File: src/rtl/axi4_master_pkg.sv
// Shared types and constants for the single-outstanding AXI4 burst master.
package axi4_master_pkg;

  typedef enum logic [2:0] {
    ST_IDLE,
    ST_AW,
    ST_W,
    ST_B,
    ST_AR,
    ST_R
  } state_t;

  localparam logic [1:0] RESP_OKAY   = 2'b00;
  localparam logic [1:0] RESP_SLVERR = 2'b10;
  localparam logic [2:0] SIZE_4B     = 3'b010;

  // Higher encoding is the more severe response (DECERR > SLVERR > OKAY).
  function automatic logic [1:0] worse_resp(input logic [1:0] a, input logic [1:0] b);
    return (a > b) ? a : b;
  endfunction

endpackage

File: src/rtl/axi4_burst_master.sv
// Command-driven AXI4 master: one INCR burst of 4-byte beats in flight, write data
// and read data streamed straight through to the user side.
module axi4_burst_master
  import axi4_master_pkg::*;
#(
  parameter int ADDR_WIDTH = 16,
  parameter int DATA_WIDTH = 32
) (
  input  logic                  ACLK,
  input  logic                  ARESETn,
  input  logic                  cmd_valid,
  output logic                  cmd_ready,
  input  logic                  cmd_write,
  input  logic [ADDR_WIDTH-1:0] cmd_addr,
  input  logic [7:0]            cmd_len,
  input  logic                  wd_valid,
  output logic                  wd_ready,
  input  logic [DATA_WIDTH-1:0] wd_data,
  output logic                  rd_valid,
  input  logic                  rd_ready,
  output logic [DATA_WIDTH-1:0] rd_data,
  output logic [1:0]            rd_resp,
  output logic                  rd_last,
  output logic                  done,
  output logic [1:0]            done_resp,
  output logic                  last_err,
  output logic [ADDR_WIDTH-1:0] AWADDR,
  output logic [7:0]            AWLEN,
  output logic [2:0]            AWSIZE,
  output logic                  AWVALID,
  input  logic                  AWREADY,
  output logic [DATA_WIDTH-1:0] WDATA,
  output logic                  WVALID,
  input  logic                  WREADY,
  output logic                  WLAST,
  input  logic [1:0]            BRESP,
  input  logic                  BVALID,
  output logic                  BREADY,
  output logic [ADDR_WIDTH-1:0] ARADDR,
  output logic [7:0]            ARLEN,
  output logic [2:0]            ARSIZE,
  output logic                  ARVALID,
  input  logic                  ARREADY,
  input  logic [DATA_WIDTH-1:0] RDATA,
  input  logic [1:0]            RRESP,
  input  logic                  RLAST,
  input  logic                  RVALID,
  output logic                  RREADY
);

  localparam logic [ADDR_WIDTH-1:0] ALIGN_MASK = ADDR_WIDTH'(3);

  state_t                  state_reg;
  logic                    alive_reg;
  logic [ADDR_WIDTH-1:0]   addr_reg;
  logic [7:0]              len_reg;
  logic [7:0]              beat_cnt_reg;
  logic [1:0]              worst_reg;

  logic in_w, in_r, last_beat, w_beat, r_beat;
  logic [1:0] beat_resp;

  assign in_w      = (state_reg == ST_W);
  assign in_r      = (state_reg == ST_R);
  assign last_beat = (beat_cnt_reg == 8'd0);

  // alive_reg keeps cmd_ready low while reset is held and until the first clean edge.
  assign cmd_ready = alive_reg && (state_reg == ST_IDLE);

  assign AWADDR  = addr_reg;
  assign AWLEN   = len_reg;
  assign AWSIZE  = SIZE_4B;
  assign AWVALID = (state_reg == ST_AW);
  assign ARADDR  = addr_reg;
  assign ARLEN   = len_reg;
  assign ARSIZE  = SIZE_4B;
  assign ARVALID = (state_reg == ST_AR);
  assign BREADY  = (state_reg == ST_B);

  assign WVALID   = in_w & wd_valid;
  assign WDATA    = in_w ? wd_data : '0;
  assign WLAST    = in_w & last_beat;
  assign wd_ready = in_w & WREADY;

  assign RREADY   = in_r & rd_ready;
  assign rd_valid = in_r & RVALID;
  assign rd_data  = in_r ? RDATA : '0;
  assign rd_resp  = in_r ? RRESP : 2'b00;
  assign rd_last  = in_r & RLAST;

  assign w_beat    = WVALID & WREADY;
  assign r_beat    = RVALID & RREADY;
  assign beat_resp = worse_resp(worst_reg, RRESP);

  always_ff @(posedge ACLK or negedge ARESETn) begin
    if (!ARESETn) begin
      state_reg    <= ST_IDLE;
      alive_reg    <= 1'b0;
      addr_reg     <= '0;
      len_reg      <= 8'd0;
      beat_cnt_reg <= 8'd0;
      worst_reg    <= RESP_OKAY;
      done         <= 1'b0;
      done_resp    <= RESP_OKAY;
      last_err     <= 1'b0;
    end else begin
      alive_reg <= 1'b1;
      done      <= 1'b0;
      case (state_reg)
        ST_IDLE: begin
          if (cmd_valid && cmd_ready) begin
            addr_reg     <= cmd_addr & ~ALIGN_MASK;
            len_reg      <= cmd_len;
            beat_cnt_reg <= cmd_len;
            worst_reg    <= RESP_OKAY;
            last_err     <= 1'b0;
            state_reg    <= cmd_write ? ST_AW : ST_AR;
          end
        end
        ST_AW: if (AWREADY) state_reg <= ST_W;
        ST_W: begin
          if (w_beat) begin
            if (last_beat) state_reg <= ST_B;
            else beat_cnt_reg <= beat_cnt_reg - 8'd1;
          end
        end
        ST_B: begin
          if (BVALID) begin
            done      <= 1'b1;
            done_resp <= BRESP;
            state_reg <= ST_IDLE;
          end
        end
        ST_AR: if (ARREADY) state_reg <= ST_R;
        ST_R: begin
          if (r_beat) begin
            worst_reg <= beat_resp;
            // The burst length is owned by our counter; a disagreeing RLAST is only flagged.
            if (RLAST != last_beat) last_err <= 1'b1;
            if (last_beat) begin
              done      <= 1'b1;
              done_resp <= beat_resp;
              state_reg <= ST_IDLE;
            end else begin
              beat_cnt_reg <= beat_cnt_reg - 8'd1;
            end
          end
        end
        default: state_reg <= ST_IDLE;
      endcase
    end
  end

endmodule

File: config.mk
export PLATFORM = sky130hd
export DESIGN_NAME = axi4_burst_master
export DESIGN_NICKNAME = d
export VERILOG_FILES = /design/src/rtl/axi4_master_pkg.sv /design/src/rtl/axi4_burst_master.sv
export SDC_FILE = /design/constraint.sdc
export NUM_CORES = 1
export LEC_CHECK = 0
export ABC_CLOCK_PERIOD_IN_PS = 2000
export BUFFER_PORTS_ARGS = -buffer_cell sky130_fd_sc_hd__buf_2
export CAP_MARGIN = 0
export CORE_UTILIZATION = 33
export DETAILED_ROUTE_END_ITERATION = 7
export PLACE_DENSITY = 0.74
export SLEW_MARGIN = 20
export SYNTH_ARGS = -nofsm -noshare
export SYNTH_HDL_FRONTEND = slang
export SYNTH_SLANG_ARGS = --single-unit
File: constraint.sdc
create_clock -name ACLK -period 2 [get_ports ACLK]
set_clock_uncertainty 0.1 [all_clocks]
set_input_delay 0.2 -clock ACLK [delete_from_list [all_inputs] [get_ports ACLK]]
set_output_delay 0.2 -clock ACLK [all_outputs]
set_load 0.02 [all_outputs]
==> run_results.csv, run 1 <==
group,metric,value,unit
worst_setup_path,endpoint_kind,"flip-flop",
synthesis,avgSynthCellArea,9.11,µm²
global_route,grt_usage,20.6,%
synthesis,synth-async-reset-ratio,100,%
timing,clock.fmax,0.480,GHz
hold_path,worstHoldEndpoint,"ARADDR[15]$_DFFE_PN0P_",
routing,dr.pass1.iters,4,
worst_setup_path,crit_arrival,2.17,ns
global_route,grt-ovfl-total,0,
routing,routedWlPerCell,15.1,µm
clock_network,clkTransAtPathRegs,0.08,ns
worst_setup_path,cp_slowest_cell,"or4_4",
routing,finalWirelength,9730,µm
place,dpl.hpwl,7160,µm
pwr,irDropWorstVdd,0.767,mV
routing,postRouteAntennaNets,0,
worst_setup_path,cp-start-kind,"flip-flop",
layout,areaGrowthSynthToFinish,55.1,%
timing,finalMaxSlewViolations,0,
synthesis,syn_inst,306,
floorplanning,core,8180,µm²
clock_network,cts.sinks,40,
clock_network,clockBufferDepth,2,
floorplanning,die_h,93.9,µm
worst_setup_path,cp_max_fo,5,
routing,vias_per_cell,4.81,
routing,drtIter0Drc,174,
timing,rsz0062_at_grt,"yes",
synthesis,synth_xor_area_share,0.314,%
hold_path,min_path_type,"in -> reg",
clock_network,clock-root-buffer,"clkbuf_8",
place,portBuffers,225,
layout,diodes,0,
routing,drc_errors,0,
worst_setup_path,reg2reg_setup_slack,-0.08,ns
synthesis,yosysTopAreaCell,"dfrtp_1",
status,status,"finished with violations",
global_route,grt_pass1_vias,2854,
place,dpl_worst_slack,-0.0782,ns
place,placed_area,3900,µm²
worst_setup_path,r2r-start,"beat_cnt_reg[5]$_DFFE_PN0P_",
synthesis,synth_area_leaders,"dfrtp_1 (36%), and2_1 (16%), mux2_2 (8.9%), buf_4 (8.6%), a21oi_1 (3.4%)",
synthesis,synth_top_family_by_area,"simple AND/OR/NAND/NOR gates",
global_route,grt_max_degree,41,
floorplanning,die_area,8820,µm²
synthesis,yosys.area.top_type_share,35.9,%
clock_network,tritoncts,"built",
place,routabilityCongestion,0.830,
worst_setup_path,timing.rr.end,"beat_cnt_reg[4]$_DFFE_PN0P_",
pwr,powerDensity,1270,nW/µm²
synthesis,synthAdderAreaFrac,2.25,%
hold_path,min_from,"cmd_addr[15]",
timing,period_share,104,%
layout,final.fill_count,767,
layout,largest_reg_flops,14,
worst_setup_path,r2r_cells,5,
timing,min_period,2.08,ns
timing,tns,-0.263,ns
clock_network,insertion_delay,0.29,ns
worst_setup_path,path_cells,"or4_4 > or3_4 > o22ai_4 > nor2_1 > o22a_1",
timing,worst_slew_pin_slew,0.537,ns
routing,vias,3094,
timing,hold_viol,0,
job,drv_cap,0,
worst_setup_path,critical_path_class,"reg -> reg",
timing,setup_viol,5,
layout,nets,647,
synthesis,netlist_area,2790,µm²
synthesis,yosys_register_bits,40,
synthesis,ys_warn_count,0,
floorplanning,die_x,93.9,µm
synthesis,synthMuxAreaShare,9.61,%
layout,seqCellArea,1000,µm²
synthesis,synth_compound_area_share,11.5,%
layout,final_area,4320,µm²
synthesis,synthTopCellsByCount,"and2_1 (72), dfrtp_1 (40), buf_4 (32), mux2_2 (22), nor2_1 (20)",
layout,drive_gt1_share,59.1,%
pwr,p_leak,2.38,nW
synthesis,synth-edff-count,0,
synthesis,yosys.area_share.simple,26.9,%
floorplanning,start_util,34.1,%
synthesis,synthFlopType,"dfrtp_1",
worst_setup_path,slowest_delay,0.56,ns
global_route,antenna_found_initial,0,
status,violations,"negative setup slack",
clock_network,htreeDepth,2,
synthesis,yosysSeqAreaShare,35.9,%
timing,slew_headroom,64.2,%
timing,fin_ws,-0.0838,ns
clock_network,numCtsBuffers,5,
synthesis,yosys.cell_count.top_type,"and2_1",
floorplanning,core.rowCount,33,
hold_path,whs_path_depth,2,
global_route,grt_pass1_wl,13800,µm
worst_setup_path,crit_required,2.09,ns
layout,multi_input_area,1540,µm²
floorplanning,ioPinCount,238,
synthesis,synth.distinct_cells,46,
-- per-layer routing --
metal / up-vias / routed length [µm] / share of wire (%) / track usage [%]
met5: - / 0 / 0 / 0
met4: 0 / 189 / 1.9 / 7.31
met3: 15 / 764 / 7.9 / 3.24
met2: 181 / 5230 / 54 / 39.2
met1: 1452 / 3550 / 36 / 22.8
li1: 1446 / - / - / -
-- worst max path at each step --
stage,slack (ns),end,start
after floorplan,0.001,beat_cnt_reg[4]$_DFFE_PN0P_,beat_cnt_reg[4]$_DFFE_PN0P_
after detailed placement,-0.08,beat_cnt_reg[4]$_DFFE_PN0P_,beat_cnt_reg[5]$_DFFE_PN0P_
final,-0.08,beat_cnt_reg[4]$_DFFE_PN0P_,beat_cnt_reg[5]$_DFFE_PN0P_
after global placement,-0.02,beat_cnt_reg[4]$_DFFE_PN0P_,beat_cnt_reg[5]$_DFFE_PN0P_
after global routing,-0.13,WLAST,beat_cnt_reg[5]$_DFFE_PN0P_
after CTS,-0.07,WLAST,beat_cnt_reg[5]$_DFFE_PN0P_
-- worst max-delay path, delay by kind of cell (launching register included) --
| kind | cells | cell delay, ns |
|---|---|---|
| AO/OA/AOI/OAI | 2 | 0.39 |
| flip-flops | 1 | 0.40 |
| AND/OR/NAND/NOR | 3 | 1.08 |
-- stage by stage --
step | power [W] | util [%] | hold WS, ns | instances
2_1_floorplan | 0.00384 | - | -0.196 | 315
3_3_place_gp | 0.00458 | 47.7 | 0.191 | 617
3_5_place_dp | 0.00465 | 47.7 | 0.206 | 617
4_1_cts | 0.00540 | 51.3 | 0.0234 | 641
5_1_grt | 0.00587 | 52.8 | 0.0219 | 643
6_report | 0.00549 | 52.8 | 0.0369 | 643
-- area by class of cell --
class | instances | area share (%)
clock inverters | 2 | 0.290
inverters | 8 | 0.695
clock buffers | 5 | 1.59
repair buffers | 263 | 35.4
well taps | 105 | 3.04
flip-flops and latches | 40 | 23.2
multi-input cells | 220 | 35.7
-- timing repair --
item	CTS	global route
gates cloned	3	1
hold endpoints to repair	40	0
resized for setup	27	35
buffers inserted	13	3
setup endpoints to repair	71	50
pin swaps	9	6
hold buffers	1	0
-- layout by cell type, fill, tap and decap left out, types with 3 or more instances in the layout --
cell type / count
buf_2: 207
and2_1: 70
o21ai_0: 9
a21oi_2: 3
conb_1: 11
clkbuf_8: 5
nor2_1: 19
dfrtp_1: 38
o211ai_1: 3
nand3_1: 6
buf_6: 12
a21oi_1: 16
nand2_1: 8
o22ai_1: 3
or2_2: 3
buf_4: 40
ha_1: 5
nor3_1: 3
mux2_2: 22
inv_1: 8
-- cell families (layout without fill, tap and decap cells) --
kind of cell	Yosys count	count (layout)
fa+ha+maj	5	5
flops	40	40
mux	24	24
compound gates	50	51
other cells	2	11
xor+xnor	1	1
simple gates	128	128
buf+inv	56	278
-- where the power goes --
| part | switching, W | total, W | internal (W) |
|---|---|---|---|
| combinational | 0.00203 | 0.00348 | 0.00145 |
| clock | 0.000283 | 0.000520 | 0.000236 |
| sequential | 0.000300 | 0.00149 | 0.00119 |
Note: power is estimated with default switching activity, not from simulation.
==> inputs of run 2 (changes only) <==
--- a/config.mk
+++ b/config.mk
@@ -10,7 +10,7 @@
 export CAP_MARGIN = 0
 export CORE_UTILIZATION = 33
 export DETAILED_ROUTE_END_ITERATION = 7
-export PLACE_DENSITY = 0.74
+export PLACE_DENSITY = 0.75
 export SLEW_MARGIN = 20
 export SYNTH_ARGS = -nofsm -noshare
 export SYNTH_HDL_FRONTEND = slang
==> run_results.csv, run 2 (synthesized netlist as in run 1, its figures left out) <==
group,metric,value,unit
status,status,"finished with violations",
status,violations,"negative setup slack",
job,drv_cap,0,
floorplanning,die_h,93.9,µm
worst_setup_path,crit_arrival,2.17,ns
layout,largest_reg_flops,14,
place,routabilityCongestion,0.895,
routing,drtIter0Drc,154,
pwr,p_int,0.00327,W
worst_setup_path,slowest_delay,0.58,ns
pwr,p_leak,2.50,nW
pwr,pwr-share-clk,11.9,%
pwr,irDropWorstVdd,0.753,mV
routing,routedWlPerCell,15.9,µm
floorplanning,core,8180,µm²
layout,nets,648,
timing,hold_viol,0,
worst_setup_path,cp_slowest_cell,"or4_4",
worst_setup_path,cp_max_fo,6,
routing,drc_errors,0,
place,portBuffers,225,
place,dpl_worst_slack,-0.0340,ns
global_route,grt_pass1_wl,13600,µm
clock_network,htreeDepth,2,
timing,rsz0062_at_grt,"yes",
routing,vias_per_cell,4.85,
clock_network,cts.sinks,40,
routing,finalWirelength,10200,µm
worst_setup_path,critical_path_class,"reg -> reg",
timing,fin_ws,-0.0887,ns
hold_path,whs_path_depth,2,
timing,min_period,2.09,ns
place,dpl.hpwl,7110,µm
layout,drive_gt1_share,65.4,%
timing,period_share,104,%
worst_setup_path,r2r_cells,5,
layout,diodes,0,
clock_network,clock-root-buffer,"clkbuf_8",
timing,setup_viol,16,
timing,finalMaxSlewViolations,0,
pwr,swShare,45.4,%
global_route,grt-ovfl-total,0,
global_route,grt_usage,20.0,%
floorplanning,ioPinCount,238,
routing,dr.pass1.iters,5,
global_route,grt_pass1_vias,2932,
clock_network,numCtsBuffers,5,
floorplanning,die_area,8820,µm²
place,placed_area,3910,µm²
timing,worst_slew_pin_slew,0.799,ns
layout,mostFrequentLayoutCells,"buf_2 (172), buf_6 (48), dfrtp_1 (39), and2_4 (37), buf_4 (37)",
floorplanning,core.rowCount,33,
floorplanning,die_x,93.9,µm
clock_network,clkTransAtPathRegs,0.09,ns
global_route,antenna_found_initial,0,
worst_setup_path,endpoint_kind,"flip-flop",
global_route,grt_max_degree,36,
hold_path,min_path_type,"in -> reg",
worst_setup_path,crit_required,2.08,ns
worst_setup_path,cp.buffers_inverters,0,
routing,postRouteAntennaNets,0,
pwr,seqPwrFrac,25.1,%
worst_setup_path,cp-start-kind,"flip-flop",
worst_setup_path,crit_family,"simple AND/OR/NAND/NOR gates",
routing,vias,3129,
layout,fin_cells,645,
worst_setup_path,reg2reg_setup_slack,-0.09,ns
layout,areaGrowthSynthToFinish,70.2,%
timing,clock.fmax,0.479,GHz
place,placed_cells,618,
pwr,switchingPower,0.00271,W
pwr,powerDensity,1260,nW/µm²
worst_setup_path,path_cells,"or4_4 > or3_4 > o22ai_4 > nor2_1 > o22a_1",
clock_network,clockBufferDepth,2,
clock_network,tritoncts,"built",
worst_setup_path,crit_cells,5,
layout,final_area,4740,µm²
clock_network,insertion_delay,0.29,ns
pwr,p_comb_share,63.0,%
layout,final_common_cell,"buf_2",
timing,slew_headroom,46.7,%
floorplanning,start_util,34.1,%
[run 2: cell types whose count changed in the layout (fill, tap and decap cells not counted), sizes merged]
cell / delta
buf: -1
clkinvlp: -1
clkbuf: +4
a2bb2oi: -1
bufinv: +1
[run 2: stage by stage]
stage	power (W)	TNS (ns)	util (%)	hold slack [ns]
2_1_floorplan	0.00384	0	-	-0.196
3_3_place_gp	0.00459	0	47.8	0.210
3_5_place_dp	0.00468	-0.0659	47.8	0.231
4_1_cts	0.00549	-0.274	50.6	0.0252
5_1_grt	0.00635	-3.16	58.0	0.0172
6_report	0.00598	-0.296	58.0	0.0332
[run 2: worst paths after layout]
| kind | from | end |
|---|---|---|
| hold reg to reg | beat_cnt_reg[0]$_DFFE_PN0P_ | beat_cnt_reg[0]$_DFFE_PN0P_ |
| setup / recovery | beat_cnt_reg[2]$_DFFE_PN0P_ | beat_cnt_reg[4]$_DFFE_PN0P_ |
| setup reg to reg | beat_cnt_reg[2]$_DFFE_PN0P_ | beat_cnt_reg[4]$_DFFE_PN0P_ |
| hold / removal | cmd_addr[2] | ARADDR[2]$_DFFE_PN0P_ |
| max in group asynchronous | ARESETn | ARLEN[3]$_DFFE_PN0P_ |
| min in group asynchronous | ARESETn | ARADDR[6]$_DFFE_PN0P_ |
[run 2: power groups by stage]
stage          clock [W]  combinational [W]  sequential [W]
6_report        0.000714            0.00377         0.00150
5_1_grt         0.000768            0.00404         0.00155
4_1_cts         0.000725            0.00328         0.00148
3_5_place_dp           0            0.00319         0.00149
3_3_place_gp           0            0.00312         0.00147
2_1_floorplan          0            0.00207         0.00177
[run 2: timing repair]
| item | in CTS | in global routing |
|---|---|---|
| hold buffers | 1 | 0 |
| endpoints found under the setup margin | 74 | 83 |
| setup buffers | 4 | 6 |
| hold endpoints to repair | 33 | 0 |
| gates resized for setup | 12 | 161 |
| pin swaps | 2 | 43 |
| cloned | 1 | 7 |
[run 2: layout make-up]
type,instances,area (µm²)
Inverter,8,30.0
Timing Repair Buffer,265,1830
Sequential cell,40,1000
Fill cell,720,3430
Clock buffer,6,82.6
Multi-Input combinational cell,219,1620
Tap cell,105,131
Clock inverter,2,38.8
[run 2: per-layer routing]
metal | wire, µm | vias to the layer above | GRT usage, %
li1 | - | 1447 | -
met1 | 3660 | 1496 | 20.9
met2 | 5700 | 176 | 39.7
met3 | 758 | 10 | 2.91
met4 | 123 | 0 | 7.05
met5 | 0 | - | 0
[run 2: worst register-to-register path, stage by stage, from the launching register on]
cell and delay, ns:
dfrtp_1 0.39, or4_4 0.58, or3_4 0.43, o22ai_4 0.23
nor2_1 0.07, o22a_1 0.18
==> inputs of run 3 (changes only) <==
--- a/config.mk
+++ b/config.mk
@@ -5,12 +5,13 @@
 export SDC_FILE = /design/constraint.sdc
 export NUM_CORES = 1
 export LEC_CHECK = 0
-export ABC_CLOCK_PERIOD_IN_PS = 2000
+export ABC_CLOCK_PERIOD_IN_PS = 1950
 export BUFFER_PORTS_ARGS = -buffer_cell sky130_fd_sc_hd__buf_2
 export CAP_MARGIN = 0
 export CORE_UTILIZATION = 33
 export DETAILED_ROUTE_END_ITERATION = 7
-export PLACE_DENSITY = 0.75
+export PLACE_DENSITY = 0.72
+export SETUP_SLACK_MARGIN = 0.4
 export SLEW_MARGIN = 20
 export SYNTH_ARGS = -nofsm -noshare
 export SYNTH_HDL_FRONTEND = slang
==> constraint.sdc (replaced) <==
create_clock -name ACLK -period 1.95 [get_ports ACLK]
set_clock_uncertainty 0.1 [all_clocks]
set_input_delay 0.195 -clock ACLK [delete_from_list [all_inputs] [get_ports ACLK]]
set_output_delay 0.195 -clock ACLK [all_outputs]
set_load 0.02 [all_outputs]
==> run_results.csv, run 3 (synthesized netlist as in run 1, its figures left out) <==
group,metric,value,unit
status,status,"finished with violations",
status,violations,"negative setup slack",
layout,final_common_cell,"buf_2",
clock_network,insertion_delay,0.30,ns
timing,clock.fmax,0.481,GHz
layout,mostFrequentLayoutCells,"buf_2 (149), buf_6 (96), and2_4 (71), dfrtp_1 (37), buf_4 (25)",
worst_setup_path,critical_path_class,"reg -> out",
worst_setup_path,slowest_delay,0.57,ns
timing,period_share,107,%
layout,nets,676,
worst_setup_path,crit_required,1.65,ns
routing,postRouteAntennaNets,0,
layout,diodes,0,
layout,areaGrowthSynthToFinish,103,%
routing,drc_errors,0,
worst_setup_path,cp-start-kind,"flip-flop",
timing,rsz0062_at_grt,"yes",
layout,largest_reg_flops,14,
global_route,grt_max_degree,41,
clock_network,clock-root-buffer,"clkbuf_8",
worst_setup_path,cp_max_fo,3,
layout,final.fill_count,602,
clock_network,tritoncts,"built",
routing,vias,3228,
place,dpl.hpwl,7150,µm
place,routabilityCongestion,0.858,
worst_setup_path,crit_arrival,1.79,ns
global_route,antenna_found_initial,0,
worst_setup_path,path_cells,"or4_4 > nor3_4 > buf_6 > and2_4 > buf_6",
pwr,powerDensity,1280,nW/µm²
worst_setup_path,cp_slowest_cell,"or4_4",
layout,final_area,5650,µm²
floorplanning,die_h,93.9,µm
global_route,grt_pass1_vias,3223,
routing,drtIter0Drc,104,
clock_network,clockBufferDepth,2,
clock_network,clkTransAtPathRegs,0.08,ns
job,drv_cap,0,
floorplanning,ioPinCount,238,
routing,dr.pass1.iters,4,
place,dpl_worst_slack,-0.0887,ns
worst_setup_path,endpoint_kind,"output port",
global_route,grt_usage,25.1,%
layout,drive_gt1_share,75.2,%
hold_path,min_path_type,"in -> reg",
routing,finalWirelength,11400,µm
timing,setup_viol,10,
global_route,grt_pass1_wl,16500,µm
floorplanning,die_x,93.9,µm
floorplanning,die_area,8820,µm²
timing,fin_ws,-0.130,ns
pwr,p_leak,2.89,nW
floorplanning,core,8180,µm²
place,placed_area,4040,µm²
global_route,grt-ovfl-total,0,
timing,min_period,2.08,ns
pwr,irDropWorstVdd,0.925,mV
routing,routedWlPerCell,16.9,µm
clock_network,numCtsBuffers,5,
place,portBuffers,225,
timing,hold_viol,0,
floorplanning,core.rowCount,33,
clock_network,cts.sinks,40,
clock_network,htreeDepth,2,
worst_setup_path,crit_top_cell,"buf_6",
floorplanning,start_util,34.1,%
routing,vias_per_cell,4.80,
place,placed_cells,625,
layout,fin_cells,673,
timing,finalMaxSlewViolations,0,
## run 3: changes by cell type in the layout (fill, tap and decap cells not counted), sizes merged
cell / change
buf: +29
clkinv: -1
## run 3: path summary, 6_finish.rpt
path	slack, ns	from	to	cells after the start
max in group asynchronous	1.24	ARESETn	state_reg[2]$_DFFE_PN0P_	3
max	-0.13	beat_cnt_reg[3]$_DFFE_PN0P_	WLAST	5
min	0.03	cmd_addr[10]	ARADDR[10]$_DFFE_PN0P_	2
min in group asynchronous	0.30	ARESETn	ARADDR[10]$_DFFE_PN0P_	3
min reg2reg	0.41	ARLEN[0]$_DFFE_PN0P_	ARLEN[0]$_DFFE_PN0P_	1
max reg2reg	-0.12	beat_cnt_reg[3]$_DFFE_PN0P_	beat_cnt_reg[4]$_DFFE_PN0P_	5
## run 3: metal layers
| metal | track usage (%) | part of all wire, % | vias to the layer above |
|---|---|---|---|
| met5 | 0 | 0 | - |
| met4 | 6.03 | 1.1 | 0 |
| met2 | 46.6 | 53 | 153 |
| met3 | 5.18 | 6.3 | 14 |
| met1 | 29.2 | 39 | 1544 |
| li1 | - | - | 1517 |
## run 3: final cells by class
cell class,instances,area (µm²),area share [%]
Sequential cell,40,1000,17.8
Clock inverter,1,30.0,0.531
Inverter,8,37.5,0.664
Timing Repair Buffer,293,2490,44.1
Multi-Input combinational cell,219,1860,32.9
Clock buffer,7,96.3,1.70
Tap cell,105,131,2.32
## run 3: where the power goes
| part | internal, W | total, W | switching (W) |
|---|---|---|---|
| Sequential | 0.00122 | 0.00153 | 0.000311 |
| Clock | 0.000452 | 0.000754 | 0.000303 |
| Combinational | 0.00253 | 0.00496 | 0.00243 |
| Total | 0.00421 | 0.00725 | 0.00304 |
## run 3: timing repair
| action | CTS | global route |
|---|---|---|
| setup endpoints to repair | 114 | 114 |
| pin swaps | 36 | 30 |
| gates cloned | 7 | 2 |
| setup buffers | 24 | 6 |
| gates resized for setup | 276 | 34 |
| hold endpoints to repair | 40 | 0 |
| hold buffers | 1 | 0 |
## run 3: per-stage QoR
step / hold WS (ns) / TNS (ns) / util [%] / power (W)
after detailed placement: 0.0823 / -0.177 / 49.4 / 0.00496
after global routing: 0.0183 / -2.59 / 69.2 / 0.00765
after CTS: 0.0195 / -0.427 / 66.4 / 0.00694
after floorplan: -0.201 / -0.0663 / - / 0.00407
final: 0.0287 / -0.470 / 69.2 / 0.00725
after global placement: 0.0803 / -0.0249 / 49.4 / 0.00490
## run 3: critical path, delay by kind of cell, from the launching register on
kind | cells | cell delay, ns
simple gates | 3 | 0.86
buf+inv | 2 | 0.24
flops | 1 | 0.39
